<file path="src/rtl/serial_sub.sv">
// ---------------------------------------------------------------------------
// serial_sub
//
// Bit-serial unsigned subtractor: computes a - b one bit per clock, LSB
// first, using a difference/borrow cell iterated over W cycles. Operands
// are captured on an accepted start, the result appears in diff/bout with
// a one-cycle done pulse, and it is held until the next operation ends.
//
// Parameters
//   W      operand/result width in bits (W >= 1)
//
// Ports
//   clk    in   rising-edge clock
//   rst_n  in   asynchronous active-low reset
//   start  in   begin a subtraction (sampled only in IDLE)
//   a      in   [W-1:0] minuend, captured on the accepted start edge
//   b      in   [W-1:0] subtrahend, captured on the accepted start edge
//   busy   out  high while bits are being processed (RUN)
//   done   out  one-cycle pulse in the cycle diff/bout were updated
//   diff   out  [W-1:0] result register
//   bout   out  borrow out of bit W-1 (1 means a < b, unsigned)
//
// Build option
//   SERIAL_SUB_SAT_EN  when defined, a result that borrows out is clamped
//                      to zero in diff; bout still reports the borrow.
// ---------------------------------------------------------------------------
module serial_sub #(
    parameter int W = 8
) (
    input  logic         clk,
    input  logic         rst_n,
    input  logic         start,
    input  logic [W-1:0] a,
    input  logic [W-1:0] b,
    output logic         busy,
    output logic         done,
    output logic [W-1:0] diff,
    output logic         bout
);

    localparam int CNT_W = $clog2(W + 1);

    // Index of the last bit processed in RUN.
    localparam logic [CNT_W-1:0] LAST_BIT = CNT_W'(W - 1);

    localparam logic [1:0] S_IDLE = 2'd0;
    localparam logic [1:0] S_RUN  = 2'd1;
    localparam logic [1:0] S_DONE = 2'd2;

    logic [1:0]       state_q, state_d;
    logic [W-1:0]     a_sh_q, a_sh_d;
    logic [W-1:0]     b_sh_q, b_sh_d;
    logic [W-1:0]     res_q, res_d;
    logic             br_q, br_d;
    logic [CNT_W-1:0] cnt_q, cnt_d;
    logic [W-1:0]     diff_q, diff_d;
    logic             bout_q, bout_d;

    // Per-bit cell signals.
    logic             bit_x;
    logic             bit_y;
    logic             bit_d;
    logic             br_next;
    logic [W-1:0]     res_shift;

    always_comb begin
        state_d = state_q;
        a_sh_d  = a_sh_q;
        b_sh_d  = b_sh_q;
        res_d   = res_q;
        br_d    = br_q;
        cnt_d   = cnt_q;
        diff_d  = diff_q;
        bout_d  = bout_q;

        bit_x   = a_sh_q[0];
        bit_y   = b_sh_q[0];
        bit_d   = bit_x ^ bit_y ^ br_q;
        br_next = (~bit_x & bit_y) | (~(bit_x ^ bit_y) & br_q);

        // New difference bit enters at the MSB so that after W shifts the
        // first (LSB) difference bit has arrived at position 0.
        res_shift        = res_q >> 1;
        res_shift[W-1]   = bit_d;

        case (state_q)
            S_IDLE: begin
                if (start) begin
                    a_sh_d  = a;
                    b_sh_d  = b;
                    res_d   = '0;
                    br_d    = 1'b0;
                    cnt_d   = '0;
                    state_d = S_RUN;
                end
            end

            S_RUN: begin
                a_sh_d = a_sh_q >> 1;
                b_sh_d = b_sh_q >> 1;
                res_d  = res_shift;
                br_d   = br_next;
                cnt_d  = cnt_q + CNT_W'(1);
                if (cnt_q == LAST_BIT) begin
                    // The completed result is taken from res_shift, not
                    // res_q, so the final bit lands in the same edge.
`ifdef SERIAL_SUB_SAT_EN
                    diff_d = br_next ? '0 : res_shift;
`else
                    diff_d = res_shift;
`endif
                    bout_d  = br_next;
                    state_d = S_DONE;
                end
            end

            S_DONE: begin
                state_d = S_IDLE;
            end

            default: begin
                state_d = S_IDLE;
            end
        endcase
    end

    always_ff @(posedge clk or negedge rst_n) begin
        if (!rst_n) begin
            state_q <= S_IDLE;
            a_sh_q  <= '0;
            b_sh_q  <= '0;
            res_q   <= '0;
            br_q    <= 1'b0;
            cnt_q   <= '0;
            diff_q  <= '0;
            bout_q  <= 1'b0;
        end else begin
            state_q <= state_d;
            a_sh_q  <= a_sh_d;
            b_sh_q  <= b_sh_d;
            res_q   <= res_d;
            br_q    <= br_d;
            cnt_q   <= cnt_d;
            diff_q  <= diff_d;
            bout_q  <= bout_d;
        end
    end

    // busy/done decode straight from the state register so they follow an
    // asynchronous reset immediately.
    assign busy = (state_q == S_RUN);
    assign done = (state_q == S_DONE);
    assign diff = diff_q;
    assign bout = bout_q;

endmodule

</file>
<file path="config.mk">
export PLATFORM = sky130hd
export DESIGN_NAME = serial_sub
export DESIGN_NICKNAME = d
export VERILOG_FILES = /design/src/rtl/serial_sub.sv
export SDC_FILE = /design/constraint.sdc
export NUM_CORES = 1
export LEC_CHECK = 0
export CORE_MARGIN = 4
export CORE_UTILIZATION = 55
export DETAILED_ROUTE_END_ITERATION = 6
export GPL_TIMING_DRIVEN = 0
export PLACE_DENSITY_LB_ADDON = 0.12
export SLEW_MARGIN = 10
export SYNTH_ARGS = -nofsm -noshare
export SYNTH_HDL_FRONTEND = slang
export SYNTH_SLANG_ARGS = --single-unit
</file>
<file path="constraint.sdc">
create_clock -name clk -period 4.5 [get_ports clk]
set_clock_uncertainty 0.2 [all_clocks]
set_input_delay 0.675 -clock clk [delete_from_list [all_inputs] [get_ports clk]]
set_output_delay 0.675 -clock clk [all_outputs]
set_load 0.02 [all_outputs]
</file>
# ---- After elaboration in Yosys (flattened, before gate mapping)
# Cells that the tools add are included.
dict set report word_totals {
  register_bits 40
  inputBits 19
  output_inout_bits 11
  wordCells 39
}
dict set report op_classes {
  addsub 1
  eq_ne 5
  muxes 13
  bitwise 7
  reduce_logical 5
}
# op count
set ops {}
lappend ops {{$pmux W8 S2} 3}
lappend ops {{$mux W8} 3}
lappend ops {{$pmux W4 S2} 1}
lappend ops {{$reduce_and A2 Y1} 3}
lappend ops {{$add A4 B1 Y4 const B} 1}
lappend ops {{$eq A4 B3 Y1 const B} 1}
lappend ops {{$mux W2} 2}
lappend ops {{$mux W4} 1}
lappend ops {{$pmux W2 S2} 1}
lappend ops {{$and A1 B1 Y1} 2}
lappend ops {{$eq A2 B1 Y1 const B} 1}
lappend ops {{$eq A2 B2 Y1 const B} 1}
lappend ops {{$logic_not A2 Y1} 1}
lappend ops {{$ne A2 B1 Y1 const B} 1}
lappend ops {{$ne A2 B2 Y1 const B} 1}
lappend ops {{$not A1 Y1} 2}
lappend ops {{$pmux W1 S2} 1}
lappend ops {{$reduce_bool A2 Y1} 1}
lappend ops {{$xor A1 B1 Y1} 2}
lappend ops {{$mux W1} 1}
lappend ops {{$or A1 B1 Y1} 1}

# ---- Longest topological paths before layout
# Gate-level depths: netlist (run 1).
dict set report logic_depth {
  ltp_word 5
  depth_mapped 5
}

# ---- Least setup slack after synthesis (run 1)
# Ideal clock, no wire load.
dict set report synth_path {
  kind {register -> output}
  from {reg state_q[1]}
  to {out busy}
  arrival_ps 1011
  setup_slack_ps 2614
  path_stages_with_launch 4
  n_path_buf 1
  path_cell_list {dfrtp_1 nand2b_2 inv_1 clkbuf_1}
}
dict set report synth_between {
  elab_chain_cells 1
}
# element line_no
set synth_rtl {}
lappend synth_rtl {{start, declared} 50} ;# logic [1:0] state_q, state_d;
lappend synth_rtl {{start signal, assigned} 138} ;# state_q <= state_d;
lappend synth_rtl {{$eq A2 B1 Y1} 151} ;# assign busy = (state_q == S_RUN);
lappend synth_rtl {{end, declared} 35} ;# output logic busy,
# No other way between the ends.

# ---- Final worst setup path (run 1)
dict set report layout_path {
  from {reg state_q[0]}
  to {out busy}
}
# The elaborated chain is that of the path after synthesis.

==> flow_summary_export.csv, run 1 <==
group,metric,value,unit
sta,min_period,2.968,ns
setup_path,crit_family,"buffers and inverters",
cts,cts_resized,0,
grt,antenna_found_initial,0,
floorplanning,die_y,62.36,um
floorplanning,die_w,62.36,um
synth,ys.flop_type,"dfrtp_1",
placed_design,hpwl,2450,um
status,outcome,"completed",
sta,finalHoldViolations,0,
floorplanning,start_util,58.43,%
setup_path,slowest_delay,0.69,ns
cts,clock_sinks,39,
placed_design,gp_congestion,0.7914,
routing,avgRoutedWirePerCell,16.56,um
routing,via_per_inst,5.986,
synth,ys_seq_elements,39,
cts,cts_htree_levels,2,
routing,detail-route-antenna-nets,0,
synth,syn_avg_cell_area,11.69,sq um
sta,worst_pin_slew,0.5725,ns
sta,tns,0,ns
power_and_ir_drop,p_leak,0.8945,nW
synth,synth_edf_count,0,
setup_path,cp-end-kind,"output pin",
cts,post-cts-setup-buffers,0,
sta,final-setup-viol-count,0,
power_and_ir_drop,ir_drop,515.3,uV
synth,ys_seq_area_share,60.05,%
setup_path,cp.required,3.62,ns
cts,clock_latency,0.35,ns
sta,min_period_over_period,65.96,%
floorplanning,core-area,2781,sq um
synth,syn_inst,139,
setup_path,path_cells,"nand2b_2, inv_1, clkbuf_1, clkdlybuf4s50_1",
setup_path,crit_buf_inv,3,
power_and_ir_drop,p_per_area,637.1,nW/um^2
grt,overflow,0,
synth,synth_nets,160,
synth,ys_types,25,
floorplanning,dieArea,3889,sq um
setup_path,start_kind,"flip-flop",
synth,synth_area_leaders,"dfrtp_1 60%, a22oi_1 6.0%, mux2_2 5.5%",
job,maxCapViolCount,0,
placed_design,portBuffers,29,
cts,clk_pin_slew,0.11,ns
setup_path,worstSetupPathType,"flip-flop to output pin",
sta,rsz0062_at_grt,"false",
synth,ys_warn_count,0,
grt,grt_pass1_wl,5934,um
floorplanning,boundaryPins,30,
final_layout,area_growth,27.10,%
setup_path,cp_slowest_cell,"clkdlybuf4s50_1",
cts,cts_root_buf,"clkbuf_4",
cts,cts-buffers-inserted,5,
grt,grt_start_max_net_pins,28,
routing,first_pass_iters,4,
synth,syn_area,1625,sq um
routing,drt_iter0_markers,62,
floorplanning,rows,19,
synth,synth_most_common_cell,"dfrtp_1",
sta,fmax,336.9,MHz
power_and_ir_drop,p_total,1.316,mW
setup_path,critPathMaxFanout,10,
synth,synthTopCellsByCount,"39 x dfrtp_1, 16 x nand2_1, 14 x o21ai_0, 13 x a22oi_1, 9 x a22o_1",
routing,routed_wl,3460,um
final_layout,finalNetCount,198,
synth,synth_top_area_share,60.05,%
final_layout,antennaDiodeCount,0,
sta,final_max_slew_viol_count,0,
routing,dr_total_vias,1251,
final_layout,drive_above_1_share,12.36,%
grt,grt_pass1_vias,1255,
setup_path,arrival,2.09,ns
sta,hold_ws,0.3006,ns
synth,yosysTopAreaCell,"dfrtp_1",
sta,relSlewSlack,61.75,%
hold_path,min_path_type,"flip-flop to flip-flop",
routing,drc,0,
synth,async_flop_share,100.0,%
cts,cts_buffer_depth,2,
final_layout,fillers,196,
grt,grt.total_usage,19.01,%
cts,cts_tree,"built",
-- through the flow --
stage	utilization (%)	instances	cell area, sq um	setup WS [ns]
finish	74.27	209	2066	1.532
global route	74.27	209	2066	1.399
CTS	74.27	209	2066	1.532
detailed placement	70.81	200	1969	1.855
global placement	70.27	199	1954	1.711
floorplan	-	139	1625	2.614
-- where the power goes --
| part | leakage [nW] | total (mW) | internal, mW | switching, mW |
|---|---|---|---|---|
| Sequential | 0.503 | 0.580 | 0.485 | 0.0949 |
| Combinational | 0.344 | 0.485 | 0.240 | 0.245 |
| Clock | 0.0482 | 0.250 | 0.131 | 0.119 |
| Total | 0.895 | 1.32 | 0.857 | 0.459 |
-- cell usage in the layout (no fill, tap or decap), types with 5 or more instances in the layout --
cell type        synthesis  final
mux2_2                   8      8
dfrtp_1                 39     39
o21ai_0                 14     14
clkbuf_4                 0      5
clkdlybuf4s50_1          0     28
a22oi_1                 13     13
nor2_1                   5      5
clkbuf_1                 6      6
nand2_1                 16     16
inv_1                    5      5
a22o_1                   9      9
-- cell type report --
class / instances / area (sq um) / share of cell area [%]
clock buffers: 6 / 51.30 / 2.483
plain buffers: 8 / 32.53 / 1.575
clock inverters: 2 / 35.03 / 1.696
well taps: 31 / 38.79 / 1.878
inverters: 5 / 18.77 / 0.9085
multi-input cells: 87 / 598.1 / 28.95
flip-flops and latches: 39 / 975.9 / 47.24
repair buffers: 31 / 315.3 / 15.26
-- per-layer routing --
metal | vias up | GRT usage, % | routed length, um
li1 | 574 | - | -
met1 | 633 | 26.17 | 1602
met2 | 36 | 29.79 | 1664
met3 | 8 | 3.964 | 137
met4 | 0 | 6.897 | 55
met5 | - | 0 | 0
-- worst paths after layout --
path                            start         to  slack (ns)  cells past startpoint
max                        state_q[0]       busy        1.53                      4
max in group asynchronous       rst_n  b_sh_q[2]        3.13                      3
min in group asynchronous       rst_n   cnt_q[2]        0.52                      2
max reg2reg                state_q[0]  a_sh_q[5]        2.58                      4
min reg2reg                 b_sh_q[1]  b_sh_q[1]        0.30                      2
min                         b_sh_q[1]  b_sh_q[1]        0.30                      2
-- registers in the layout (all words and copies together), names as in the netlist --
| register | count |
|---|---|
| bout | 1 |
| b_sh_q | 8 |
| br_q | 1 |
| a_sh_q | 8 |
| cnt_q | 4 |
| state_q | 2 |
| res_q | 7 |
| diff | 8 |
-- cell families (layout without fill, tap and decap cells) --
logic type	count (synthesis)	in the layout	share of synthesized area, %
compound gates	46	46	19.25
fa+ha+maj	2	2	2.001
buf+inv	13	52	3.156
flops	39	39	60.05
mux	10	10	6.775
simple gates	29	29	8.777
-- what timing repair did --
action / CTS / global route
setup endpoints to repair: 0 / 0
hold endpoints to repair: 8 / 0
hold buffers: 1 / 0
-- worst min-delay path, delay by kind of cell, from the launching register on --
kind	cells	cell delay, ns
and+or+nand+nor	1	0.05
AOI/OAI and AO/OA	1	0.06
DFF	1	0.37
Note: power is estimated with default switching activity, not from simulation.
==> run 2: changes to the inputs <==
CORE_UTILIZATION = 51   (was 55)
clock period = 2.8 ns   (was 4.5 ns; I/O delays follow)
==> run 2 against run 1 <==
Critical path depth fell by 1. Power rose by 58%. Sequential power grew 60%. Routed wire length is 7.1% lower. Via count decreased by 3.4%.
==> flow_summary_export.csv, run 2 (synthesized netlist as in run 1, its figures left out) <==
group,metric,value,unit
cts,clock_sinks,39,
setup_path,start_kind,"flip-flop",
routing,detail-route-antenna-nets,0,
cts,cts_root_buf,"clkbuf_4",
routing,via_per_inst,5.471,
grt,antenna_found_initial,0,
grt,grt_pass1_wl,5692,um
power_and_ir_drop,ir_drop,485.0,uV
routing,drc,0,
power_and_ir_drop,p_leak,0.8934,nW
sta,relSlewSlack,66.40,%
final_layout,utilization,68.07,%
setup_path,cp-end-kind,"output pin",
floorplanning,core-area,3053,sq um
floorplanning,boundaryPins,30,
cts,clk_pin_slew,0.12,ns
cts,cts_resized,0,
floorplanning,rows,20,
setup_path,worstSetupPathType,"flip-flop to output pin",
grt,grt_pass1_vias,1262,
final_layout,final_cells,221,
placed_design,place_inst,213,
sta,fmax,394.9,MHz
floorplanning,start_util,53.24,%
floorplanning,dieArea,4154,sq um
routing,drt_iter0_markers,62,
hold_path,min_path_type,"flip-flop to flip-flop",
status,outcome,"completed",
cts,cts_htree_levels,2,
routing,routed_wl,3216,um
sta,min_period,2.532,ns
cts,cts_tree,"built",
final_layout,area_growth,27.87,%
setup_path,arrival,1.91,ns
setup_path,critPathMaxFanout,11,
grt,grt_start_max_net_pins,40,
sta,min_period_over_period,90.44,%
setup_path,cp.required,2.18,ns
power_and_ir_drop,p_per_area,1003,nW/um^2
final_layout,fillers,252,
sta,final_max_slew_viol_count,0,
routing,avgRoutedWirePerCell,14.55,um
sta,rsz0062_at_grt,"false",
final_layout,finalNetCount,197,
routing,dr_total_vias,1209,
final_layout,final_cell_mix,"39 x dfrtp_1, 28 x clkdlybuf4s50_1, 16 x nand2_1",
final_layout,antennaDiodeCount,0,
final_layout,layout_commonest_cell,"dfrtp_1",
sta,final-setup-viol-count,0,
placed_design,gp_congestion,0.7833,
sta,worst_pin_slew,0.5023,ns
sta,tns,0,ns
cts,post-cts-setup-buffers,0,
floorplanning,die_y,64.45,um
cts,cts-buffers-inserted,5,
placed_design,hpwl,2271,um
placed_design,portBuffers,29,
routing,first_pass_iters,4,
cts,cts_buffer_depth,2,
cts,clock_latency,0.35,ns
floorplanning,die_w,64.45,um
sta,final.setup.worst_slack,0.2676,ns
placed_design,place_ws,0.4933,ns
grt,grt.total_usage,17.87,%
grt,overflow,0,
sta,finalHoldViolations,0,
job,maxCapViolCount,0,
power_and_ir_drop,p_total,2.084,mW
final_layout,drive_above_1_share,12.43,%
run 2: through the flow:
stage / hold slack (ns) / cell area (sq um)
finish: 0.2924 / 2078
global route: 0.3306 / 2078
floorplan: -0.07559 / 1625
global placement: 0.2604 / 1971
detailed placement: 0.1998 / 1986
CTS: 0.2990 / 2082
run 2: area by class of cell:
| class | instances | area (sq um) | share of cell area, % |
|---|---|---|---|
| clock inverter | 2 | 35.03 | 1.686 |
| timing repair buffer | 31 | 315.3 | 15.17 |
| tap | 44 | 55.05 | 2.649 |
| clock buffer | 6 | 51.30 | 2.468 |
| inverter | 5 | 18.77 | 0.9031 |
| sequential | 39 | 975.9 | 46.96 |
| multi-input combinational | 87 | 598.1 | 28.78 |
| buffer | 7 | 28.78 | 1.385 |
run 2: path summary, 6_finish.rpt:
| path | from | endpoint | slack (ns) | depth (start not counted) |
|---|---|---|---|---|
| hold / removal | a_sh_q[1] | a_sh_q[1] | 0.29 | 2 |
| setup / recovery | state_q[0] | busy | 0.27 | 3 |
| max in group asynchronous | rst_n | diff[4] | 1.86 | 3 |
| hold reg to reg | a_sh_q[1] | a_sh_q[1] | 0.29 | 2 |
| setup reg to reg | cnt_q[0] | diff[7] | 0.92 | 4 |
| min in group asynchronous | rst_n | a_sh_q[6] | 0.35 | 3 |
run 2: repair_timing:
action / in CTS / in global routing
hold endpoints to repair: 39 / 0
hold buffers: 1 / 0
setup endpoints to repair: 0 / 1
run 2: routing by layer:
layer  global-route usage [%]  up-vias  part of all wire (%)
li1                         -      575                     -
met1                    22.66      603                    46
met2                    28.99       26                    47
met3                    4.506        5                   5.3
met4                    7.916        0                   1.3
met5                        0        -                     0
run 2: worst max-delay path, cell delays in order, from the launching register on:
cell	delay (ns)
dfrtp_1	0.49
nand2b_2	0.13
inv_1	0.27
clkdlybuf4s50_1	0.67
run 2: report_power, final:
part           total, mW  internal, mW  switching, mW
clock network      0.392         0.211          0.181
logic              0.764         0.383          0.381
registers          0.929         0.780          0.148
==> run 3: changes to the inputs <==
CORE_UTILIZATION = 53   (was 51)
CTS_BUF_LIST = sky130_fd_sc_hd__clkbuf_4   (was unset)
==> run 3 against run 2 <==
Cell area grew 0.48%. Routed wire length up 11%. Maximum frequency down 1.4%. Clock power is 20% higher. Critical path type unchanged. Critical endpoint unchanged. Largest power group unchanged. Highest routed layer unchanged.
==> flow_summary_export.csv, run 3 (synthesized netlist as in run 1, its figures left out) <==
group,metric,value,unit
final_layout,layout_commonest_cell,"dfrtp_1",
final_layout,multi_input_area,598.1,sq um
grt,antenna_found_initial,0,
routing,drc,0,
final_layout,finalInstanceArea,2088,sq um
setup_path,worstSetupPathType,"flip-flop to output pin",
power_and_ir_drop,p_per_area,1051,nW/um^2
final_layout,regArea,975.9,sq um
setup_path,cp_slowest_cell,"clkdlybuf4s50_1",
setup_path,crit_family,"buffers and inverters",
final_layout,drive_above_1_share,12.43,%
sta,rsz0062_at_grt,"false",
cts,clock_latency,0.35,ns
cts,cts_tree,"built",
cts,clock_sinks,39,
setup_path,arrival,1.95,ns
cts,cts_root_buf,"clkbuf_4",
setup_path,critPathMaxFanout,11,
placed_design,portBuffers,29,
placed_design,place_inst,200,
routing,dr_total_vias,1250,
floorplanning,dieArea,4016,sq um
routing,routed_wl,3582,um
sta,min_period,2.567,ns
routing,via_per_inst,6.010,
placed_design,gp_congestion,0.7624,
grt,grt_pass1_wl,6292,um
sta,min_period_over_period,91.69,%
setup_path,crit_cells,3,
setup_path,r2r_cells,4,
hold_path,min_path_type,"flip-flop to flip-flop",
sta,fmax,389.5,MHz
routing,detail-route-antenna-nets,0,
placed_design,post_dp_cell_area,1977,sq um
floorplanning,rows,19,
sta,tns,0,ns
floorplanning,start_util,56.97,%
setup_path,slowest_delay,0.68,ns
cts,post-cts-setup-buffers,0,
routing,avgRoutedWirePerCell,17.22,um
cts,cts_buffer_depth,2,
sta,hold_ws,0.3066,ns
setup_path,cp-end-kind,"output pin",
sta,final-setup-viol-count,0,
power_and_ir_drop,p_total,2.194,mW
sta,final.setup.worst_slack,0.2327,ns
cts,cts-buffers-inserted,5,
sta,relSlewSlack,63.58,%
final_layout,utilization,73.20,%
job,maxCapViolCount,0,
sta,finalHoldViolations,0,
final_layout,fillers,217,
final_layout,final_cell_mix,"39 x dfrtp_1, 28 x clkdlybuf4s50_1, 16 x nand2_1",
final_layout,antennaDiodeCount,0,
cts,cts_resized,0,
setup_path,cp.required,2.18,ns
floorplanning,core-area,2853,sq um
status,outcome,"completed",
grt,grt_start_max_net_pins,23,
routing,drt_iter0_markers,66,
placed_design,hpwl,2574,um
floorplanning,die_w,63.38,um
setup_path,path_cells,"nand2b_2, inv_1, clkdlybuf4s50_1",
grt,overflow,0,
cts,cts_htree_levels,2,
setup_path,start_kind,"flip-flop",
power_and_ir_drop,p_leak,0.9043,nW
final_layout,area_growth,28.48,%
setup_path,r2r_setup_slack,0.89,ns
placed_design,place_ws,0.4414,ns
power_and_ir_drop,ir_drop,640.1,uV
cts,clk_pin_slew,0.12,ns
hold_path,hold_path_depth,2,
floorplanning,die_y,63.38,um
final_layout,final_cells,208,
grt,grt.total_usage,20.00,%
floorplanning,boundaryPins,30,
final_layout,finalNetCount,197,
setup_path,crit_buf_inv,2,
grt,grt_pass1_vias,1273,
routing,first_pass_iters,4,
sta,final_max_slew_viol_count,0,
sta,worst_pin_slew,0.5445,ns
## run 3: layout make-up
cell class	count	share of cell area, %
Inverter	5	0.8987
Buffer	7	1.378
Timing Repair Buffer	31	15.46
Clock inverter	2	2.876
Multi-Input combinational cell	87	28.64
Clock buffer	6	2.157
Tap cell	31	1.857
Sequential cell	39	46.73
## run 3: power by group
part	total [mW]	internal [mW]	leakage, nW	switching [mW]
registers	0.939	0.781	0.503	0.158
logic	0.783	0.385	0.346	0.398
clock network	0.472	0.288	0.0559	0.184
total	2.19	1.45	0.904	0.740
## run 3: worst register-to-register path: stages, from the launching register on
cell	delay [ns]
dfrtp_1	0.43
ha_1	0.21
nand2_1	0.11
nor3_4	0.45
mux2_2	0.40
## run 3: timing repair
action / in CTS / in global routing
endpoints found under the hold margin: 17 / 0
hold buffers: 1 / 0
setup endpoints to repair: 0 / 1
## run 3: path summary, 6_finish.rpt
kind                                   to  startpoint
worst max-delay path                 busy  state_q[0]
worst min-delay path            a_sh_q[2]   a_sh_q[2]
worst max register to register    diff[0]    cnt_q[0]
worst min register to register  a_sh_q[2]   a_sh_q[2]
max in group asynchronous       b_sh_q[4]       rst_n
min in group asynchronous        res_q[4]       rst_n
## run 3: metal layers
layer / part of all wire, % / global-route usage [%]
met5: 0 / 0
met1: 45 / 27.11
met2: 48 / 30.12
met3: 5.9 / 7.282
met4: 1.4 / 5.930
